### src/rtl/usb_packet_rx.sv
// USB full-packet receiver: line synchroniser, bit-timing recovery, NRZI decode,
// bit unstuffing, SYNC/PID/body extraction and error classification.
module usb_packet_rx #(
    parameter int CLKS_PER_BIT   = 8,
    parameter int MAX_DATA_BYTES = 8
) (
    input  logic                                 clk,
    input  logic                                 n_rst,
    input  logic                                 d_plus,
    input  logic                                 d_minus,
    input  logic                                 r_enable,
    output logic                                 pkt_valid,
    output logic                                 rcv_busy,
    output logic [7:0]                           rcv_sync,
    output logic [7:0]                           rcv_pid,
    output logic [10:0]                          rcv_token,
    output logic [4:0]                           rcv_crc5,
    output logic [15:0]                          rcv_crc16,
    output logic [8*MAX_DATA_BYTES-1:0]          rcv_data,
    output logic [$clog2(MAX_DATA_BYTES+1)-1:0]  rcv_byte_cnt,
    output logic [2:0]                           rcv_error,
    output logic                                 rcv_overrun
);

    localparam int CW  = $clog2(CLKS_PER_BIT);
    localparam int BCW = $clog2(MAX_DATA_BYTES + 1);
    localparam logic [CW-1:0] TICK_LAST = CW'(CLKS_PER_BIT - 1);
    localparam logic [CW-1:0] TICK_SAMP = CW'(CLKS_PER_BIT / 2 - 1);

    localparam logic [2:0] ERR_NONE   = 3'd0;
    localparam logic [2:0] ERR_SYNC   = 3'd1;
    localparam logic [2:0] ERR_PID    = 3'd2;
    localparam logic [2:0] ERR_STUFF  = 3'd3;
    localparam logic [2:0] ERR_LENGTH = 3'd4;
    localparam logic [2:0] ERR_OVFL   = 3'd5;
    localparam logic [2:0] ERR_UNSUP  = 3'd6;

    localparam logic [1:0] T_TOKEN = 2'b01;
    localparam logic [1:0] T_HAND  = 2'b10;
    localparam logic [1:0] T_DATA  = 2'b11;

    typedef enum logic [2:0] {IDLE, SYNC, PID, BODY, EOP, HOLD} state_t;

    state_t state;

    logic dp_s1, dp_s2, dm_s1, dm_s2, dp_q, dm_q;
    logic [CW-1:0] tick_cnt;
    logic          skip;
    logic          last_lvl;
    logic [2:0]    ones_cnt;
    logic [2:0]    bit_cnt;
    logic [7:0]    shreg;
    logic [15:0]   dly;
    logic [15:0]   body_bits;
    logic [1:0]    ptype;

    logic line_j, line_k, line_se0, prev_j, prev_k, prev_se0;
    logic dp_edge, sample, start_seen, eop_end;
    logic nrzi_bit, stuff_slot, byte_done, no_err;
    logic [7:0]  byte_next;
    logic [12:0] body_bytes, pay_idx;

    // SE1 is not J or K, so it falls into the SE0 class.
    assign line_j   = dp_s2 & ~dm_s2;
    assign line_k   = ~dp_s2 & dm_s2;
    assign line_se0 = ~(line_j | line_k);
    assign prev_j   = dp_q & ~dm_q;
    assign prev_k   = ~dp_q & dm_q;
    assign prev_se0 = ~(prev_j | prev_k);

    assign dp_edge    = dp_s2 ^ dp_q;
    assign sample     = (tick_cnt == TICK_SAMP);
    assign start_seen = prev_j & line_k;
    assign eop_end    = prev_se0 & line_j;

    assign nrzi_bit   = (dp_s2 == last_lvl);
    assign stuff_slot = (ones_cnt == 3'd6);
    assign byte_next  = {nrzi_bit, shreg[7:1]};
    assign byte_done  = (body_bits[2:0] == 3'd7);
    assign body_bytes = body_bits[15:3];
    assign pay_idx    = body_bytes - 13'd2;
    assign no_err     = (rcv_error == ERR_NONE);

    always_ff @(posedge clk or negedge n_rst) begin
        if (!n_rst) begin
            dp_s1    <= 1'b0;
            dp_s2    <= 1'b0;
            dm_s1    <= 1'b0;
            dm_s2    <= 1'b0;
            dp_q     <= 1'b0;
            dm_q     <= 1'b0;
            tick_cnt <= '0;
        end else begin
            dp_s1 <= d_plus;
            dp_s2 <= dp_s1;
            dm_s1 <= d_minus;
            dm_s2 <= dm_s1;
            dp_q  <= dp_s2;
            dm_q  <= dm_s2;
            if (dp_edge || tick_cnt == TICK_LAST) begin
                tick_cnt <= '0;
            end else begin
                tick_cnt <= tick_cnt + CW'(1);
            end
        end
    end

    // Handshake: pkt_valid rises when a packet completes and the result registers
    // stay frozen until a one-cycle r_enable is seen while pkt_valid is high.
    always_ff @(posedge clk or negedge n_rst) begin
        if (!n_rst) begin
            state        <= IDLE;
            skip         <= 1'b0;
            last_lvl     <= 1'b0;
            ones_cnt     <= 3'd0;
            bit_cnt      <= 3'd0;
            shreg        <= 8'd0;
            dly          <= 16'd0;
            body_bits    <= 16'd0;
            ptype        <= 2'b00;
            pkt_valid    <= 1'b0;
            rcv_busy     <= 1'b0;
            rcv_sync     <= 8'd0;
            rcv_pid      <= 8'd0;
            rcv_token    <= 11'd0;
            rcv_crc5     <= 5'd0;
            rcv_crc16    <= 16'd0;
            rcv_data     <= '0;
            rcv_byte_cnt <= '0;
            rcv_error    <= ERR_NONE;
            rcv_overrun  <= 1'b0;
        end else begin
            case (state)
                IDLE, HOLD: begin
                    if (state == HOLD && r_enable) begin
                        state       <= IDLE;
                        pkt_valid   <= 1'b0;
                        rcv_overrun <= 1'b0;
                    end else if (skip) begin
                        if (eop_end) skip <= 1'b0;
                    end else if (start_seen) begin
                        if (pkt_valid) begin
                            rcv_overrun <= 1'b1;
                            skip        <= 1'b1;
                        end else begin
                            state        <= SYNC;
                            rcv_busy     <= 1'b1;
                            last_lvl     <= 1'b1;
                            ones_cnt     <= 3'd0;
                            bit_cnt      <= 3'd0;
                            body_bits    <= 16'd0;
                            ptype        <= 2'b00;
                            dly          <= 16'd0;
                            rcv_sync     <= 8'd0;
                            rcv_pid      <= 8'd0;
                            rcv_token    <= 11'd0;
                            rcv_crc5     <= 5'd0;
                            rcv_crc16    <= 16'd0;
                            rcv_data     <= '0;
                            rcv_byte_cnt <= '0;
                            rcv_error    <= ERR_NONE;
                        end
                    end
                end
                SYNC, PID, BODY: begin
                    if (sample) begin
                        if (line_se0) begin
                            state <= EOP;
                            if (state != BODY) begin
                                if (no_err) rcv_error <= ERR_LENGTH;
                            end else begin
                                case (ptype)
                                    T_TOKEN: begin
                                        rcv_token <= dly[10:0];
                                        rcv_crc5  <= dly[15:11];
                                        if (body_bits != 16'd16 && no_err) rcv_error <= ERR_LENGTH;
                                    end
                                    T_HAND: begin
                                        if (body_bits != 16'd0 && no_err) rcv_error <= ERR_LENGTH;
                                    end
                                    T_DATA: begin
                                        rcv_crc16 <= dly;
                                        if ((body_bits[2:0] != 3'd0 || body_bits < 16'd16) && no_err)
                                            rcv_error <= ERR_LENGTH;
                                    end
                                    default: ;
                                endcase
                            end
                        end else begin
                            last_lvl <= dp_s2;
                            if (stuff_slot) begin
                                ones_cnt <= 3'd0;
                                if (nrzi_bit && no_err) rcv_error <= ERR_STUFF;
                            end else begin
                                ones_cnt <= nrzi_bit ? ones_cnt + 3'd1 : 3'd0;
                                shreg    <= byte_next;
                                if (state == BODY) begin
                                    if (body_bits != 16'hFFFF) body_bits <= body_bits + 16'd1;
                                    // Two-byte delay line: a byte only becomes payload once
                                    // two newer bytes prove it is not part of the CRC16.
                                    if (byte_done) begin
                                        dly <= {byte_next, dly[15:8]};
                                        if (ptype == T_DATA && body_bytes >= 13'd2) begin
                                            if (pay_idx < 13'(MAX_DATA_BYTES)) begin
                                                for (int k = 0; k < MAX_DATA_BYTES; k++) begin
                                                    if (pay_idx == 13'(k)) rcv_data[8*k +: 8] <= dly[7:0];
                                                end
                                                rcv_byte_cnt <= BCW'(pay_idx + 13'd1);
                                            end else if (no_err) begin
                                                rcv_error <= ERR_OVFL;
                                            end
                                        end
                                    end
                                end else begin
                                    bit_cnt <= bit_cnt + 3'd1;
                                    if (bit_cnt == 3'd7) begin
                                        if (state == SYNC) begin
                                            rcv_sync <= byte_next;
                                            if (byte_next != 8'h80 && no_err) rcv_error <= ERR_SYNC;
                                            state <= PID;
                                        end else begin
                                            rcv_pid <= byte_next;
                                            ptype   <= byte_next[1:0];
                                            if (no_err) begin
                                                if (byte_next[7:4] != ~byte_next[3:0])
                                                    rcv_error <= ERR_PID;
                                                else if (byte_next[1:0] == 2'b00)
                                                    rcv_error <= ERR_UNSUP;
                                            end
                                            state <= BODY;
                                        end
                                    end
                                end
                            end
                        end
                    end
                end
                EOP: begin
                    if (sample && line_j) begin
                        state     <= HOLD;
                        pkt_valid <= 1'b1;
                        rcv_busy  <= 1'b0;
                    end
                end
                default: state <= IDLE;
            endcase
        end
    end

endmodule
### config.mk
export PLATFORM = sky130hd
export DESIGN_NAME = usb_packet_rx
export DESIGN_NICKNAME = d
export VERILOG_FILES = /design/src/rtl/usb_packet_rx.sv
export SDC_FILE = /design/constraint.sdc
export NUM_CORES = 1
export LEC_CHECK = 0
export CORE_MARGIN = 10
export CORE_UTILIZATION = 35
export DETAILED_ROUTE_END_ITERATION = 16
export HOLD_SLACK_MARGIN = 0.1
export PLACE_DENSITY = 0.57
export SYNTH_ARGS = -nofsm -noshare
export SYNTH_HDL_FRONTEND = slang
export SYNTH_SLANG_ARGS = --single-unit
export TNS_END_PERCENT = 10
### constraint.sdc
create_clock -name clk -period 3.6 [get_ports clk]
set_input_delay 0.9 -clock clk [delete_from_list [all_inputs] [get_ports clk]]
set_output_delay 0.9 -clock clk [all_outputs]
set_load 0.02 [all_outputs]
==> flow_summary.ini <==
[layout]
fin_nets = 1023
syn2layout_area_growth_pct = 25.6
diodes = 0
drive_gt1_share_pct = 10.9
fillCellCount = 2345
design_area_um2 = 10800

[grt]
grt-busiest-layer = met2
grt_max_degree = 95
grt.total_usage_pct = 14.8
grt_overflow = 0
use_met1_pct = 21.1
grt_pass1_vias = 6568
met3_usage_pct = 3.69
antenna_found_initial = 0
use_met2_pct = 22.1
grt_first_pass_wirelength_um = 37300

[sta]
rsz0062_at_grt = no
finalHoldViolCount = 0
skew_ps = 12.9
fin_setup_tns_ps = 0
setup_slack_ps = 730
drv_slew = 0
period_minus_slack_ps = 2870
fmax_ghz = 0.348
setup_viol = 0
worst_slew_pin_slew_ps = 1030
hold_slack_ps = 356
slew_headroom_pct = 31.6
period_share_pct = 79.7

[synthesis]
synth_seq_area_share_pct = 52.7
async_reset_ff_share_pct = 100
ys.flop_type = dfrtp_1
synth.area.top_cells = dfrtp_1 (53%), o21ai_0 (7.9%), nand2_1 (6.8%)
synth_common_cells = dfrtp_1 (181), nand2_1 (155), o21ai_0 (136), nand3_1 (77), clkbuf_1 (44)
yosys.area.top_type_share_pct = 52.7
avgSynthCellArea_um2 = 9.68
synthCells = 888
synth_nets = 916
synth_largest_area_cell = dfrtp_1
yosys_register_bits = 181
syn_area_um2 = 8600
synth_edf_count = 0
ys.warnings.count = 0
yosysUniqueCellTypes = 56
yosysMostFrequentCell = dfrtp_1

[cts]
cts_hold_buffers = 0
cts_tree = built
cts_setup_buffers = 0
cts_made_buffers = 17
clkTransAtPathRegs_ps = 70
clock_latency_ps = 440
post_cts_resized = 0
clock_sinks = 181
cts_root_buffer = clkbuf_16
clockBufferDepth = 2
h-tree-depth = 4

[pwr]
irDropWorstVdd_mv = 0.408
clockPowerShare_pct = 34.0
p_sw_mw = 1.85
power_frac_seq_pct = 43.4
leakage_nw = 4.60
internal_power_mw = 3.49
power_density_nw_per_um2 = 495
total_power_mw = 5.35
p_comb_share_pct = 22.6
swShare_pct = 34.6

[routing]
route.detailed.drc = 0
ant_nets = 0
drt_wl_total_um = 23000
vias_per_cell = 5.14
dr.pass1.iters = 5
wl_per_cell_um = 17.2
num_vias = 6843
drt_iter0_drc = 563

[worst_setup_path]
worst_ep_required_time_ps = 3950
slowest_stage = or4_1
cp_cell_sequence = inv_1, ha_1, or4_1, nand4_1, nand4_1, buf_4, nor4_4, buf_4, nand3_1, o21ai_0
worstPathMaxFanout = 16
start_kind = flop
crit_start = body_bits[4]
critical-path-max-stage-delay_ps = 560
arrival_ps = 3220
path_class = flop to flop
rr_startpoint = body_bits[4]
endpoint_kind = flop

[floorplan]
fp.dieW_um = 177
num_io_pins = 127
chipHeight_um = 177
dieArea_um2 = 31200
coreArea_um2 = 24200
num_rows = 57
start_util_pct = 35.5

[hold_path]
min_path_type = flop to flop
hold_start = dp_s1

[job]
cap_violations = 0

[placed_design]
place.gp.congestion = 0.831
place_ws_ps = 290
portBuffers = 126
placed_cell_area_um2 = 10200
hpwl_um = 15800

[status]
outcome = complete, no violations
==> final timing paths <==
check / endpoint / slack, ps / depth (start not counted)
max: rcv_data[26] / 730 / 10
min: dp_s2 / 360 / 0
max reg2reg: rcv_data[26] / 730 / 10
min reg2reg: dp_s2 / 360 / 0
max in group asynchronous: rcv_token[10] / 2270 / 2
min in group asynchronous: rcv_data[9] / 490 / 1
==> power by group through the flow <==
stage	combinational [mW]	sequential, mW	clock (mW)
detailed placement	1.21	2.36	0
global route	1.33	2.34	1.94
global placement	1.19	2.35	0
finish	1.21	2.32	1.82
CTS	1.22	2.32	1.85
floorplan	0.766	2.36	0
==> logic make-up after synthesis <==
group,Yosys count,synth area share [%]
AO/OA/AOI/OAI,192,13.1
XOR/XNOR,18,1.83
adder cells (fa/ha/maj),23,3.35
buffers and inverters,84,4.12
flip-flops,181,52.7
multiplexers,30,3.93
AND/OR/NAND/NOR,360,21.0
==> per-stage QoR <==
step | util [%] | instances
after floorplan | - | 888
after CTS | 44.5 | 1332
after global placement | 42.2 | 1300
after detailed placement | 42.2 | 1300
after global routing | 44.5 | 1332
final | 44.5 | 1332
==> cells in the final DEF (no fill, tap or decap), drive strengths merged, types with 17 or more instances in the layout <==
cell type / count
inv: 25
nor2: 40
buf: 28
dfrtp: 181
o21ai: 143
clkbuf: 17
ha: 23
nand2: 155
nand3: 77
mux2: 30
clkdlybuf4s50: 125
==> layout make-up <==
class | instances | area (um2) | share of cell area [%]
multi-input cells | 623 | 3730 | 34.5
inverters | 19 | 71.3 | 0.660
repair buffers | 153 | 1490 | 13.8
well taps | 324 | 405 | 3.75
clock buffers | 17 | 425 | 3.94
flip-flops and latches | 181 | 4530 | 41.9
clock inverters | 15 | 146 | 1.36
==> registers in the layout (all words and copies together), names as in the netlist, 3 cells and up <==
signal        count
rcv_data         64
dly              16
ones_cnt          3
bit_cnt           3
tick_cnt          3
body_bits        16
rcv_byte_cnt      4
rcv_token        11
rcv_error         3
rcv_crc16        16
state             3
shreg             7
rcv_pid           8
rcv_crc5          5
rcv_sync          8
==> critical path, delay by kind of cell, from the launching register on <==
kind,cells,cell delay (ps)
AO/OA/AOI/OAI,1,120
adder cells (fa/ha/maj),1,350
buffers and inverters,3,670
flip-flops,1,480
AND/OR/NAND/NOR,5,1180
==> layer usage <==
| layer | vias up | routed length [um] | part of all wire [%] |
|---|---|---|---|
| li1 | 3297 | - | - |
| met1 | 3325 | 11100 | 48 |
| met2 | 199 | 10200 | 45 |
| met3 | 22 | 1450 | 6.3 |
| met4 | 0 | 196 | 0.85 |
| met5 | - | 0 | 0 |
Note: power is estimated with default switching activity, not from simulation.
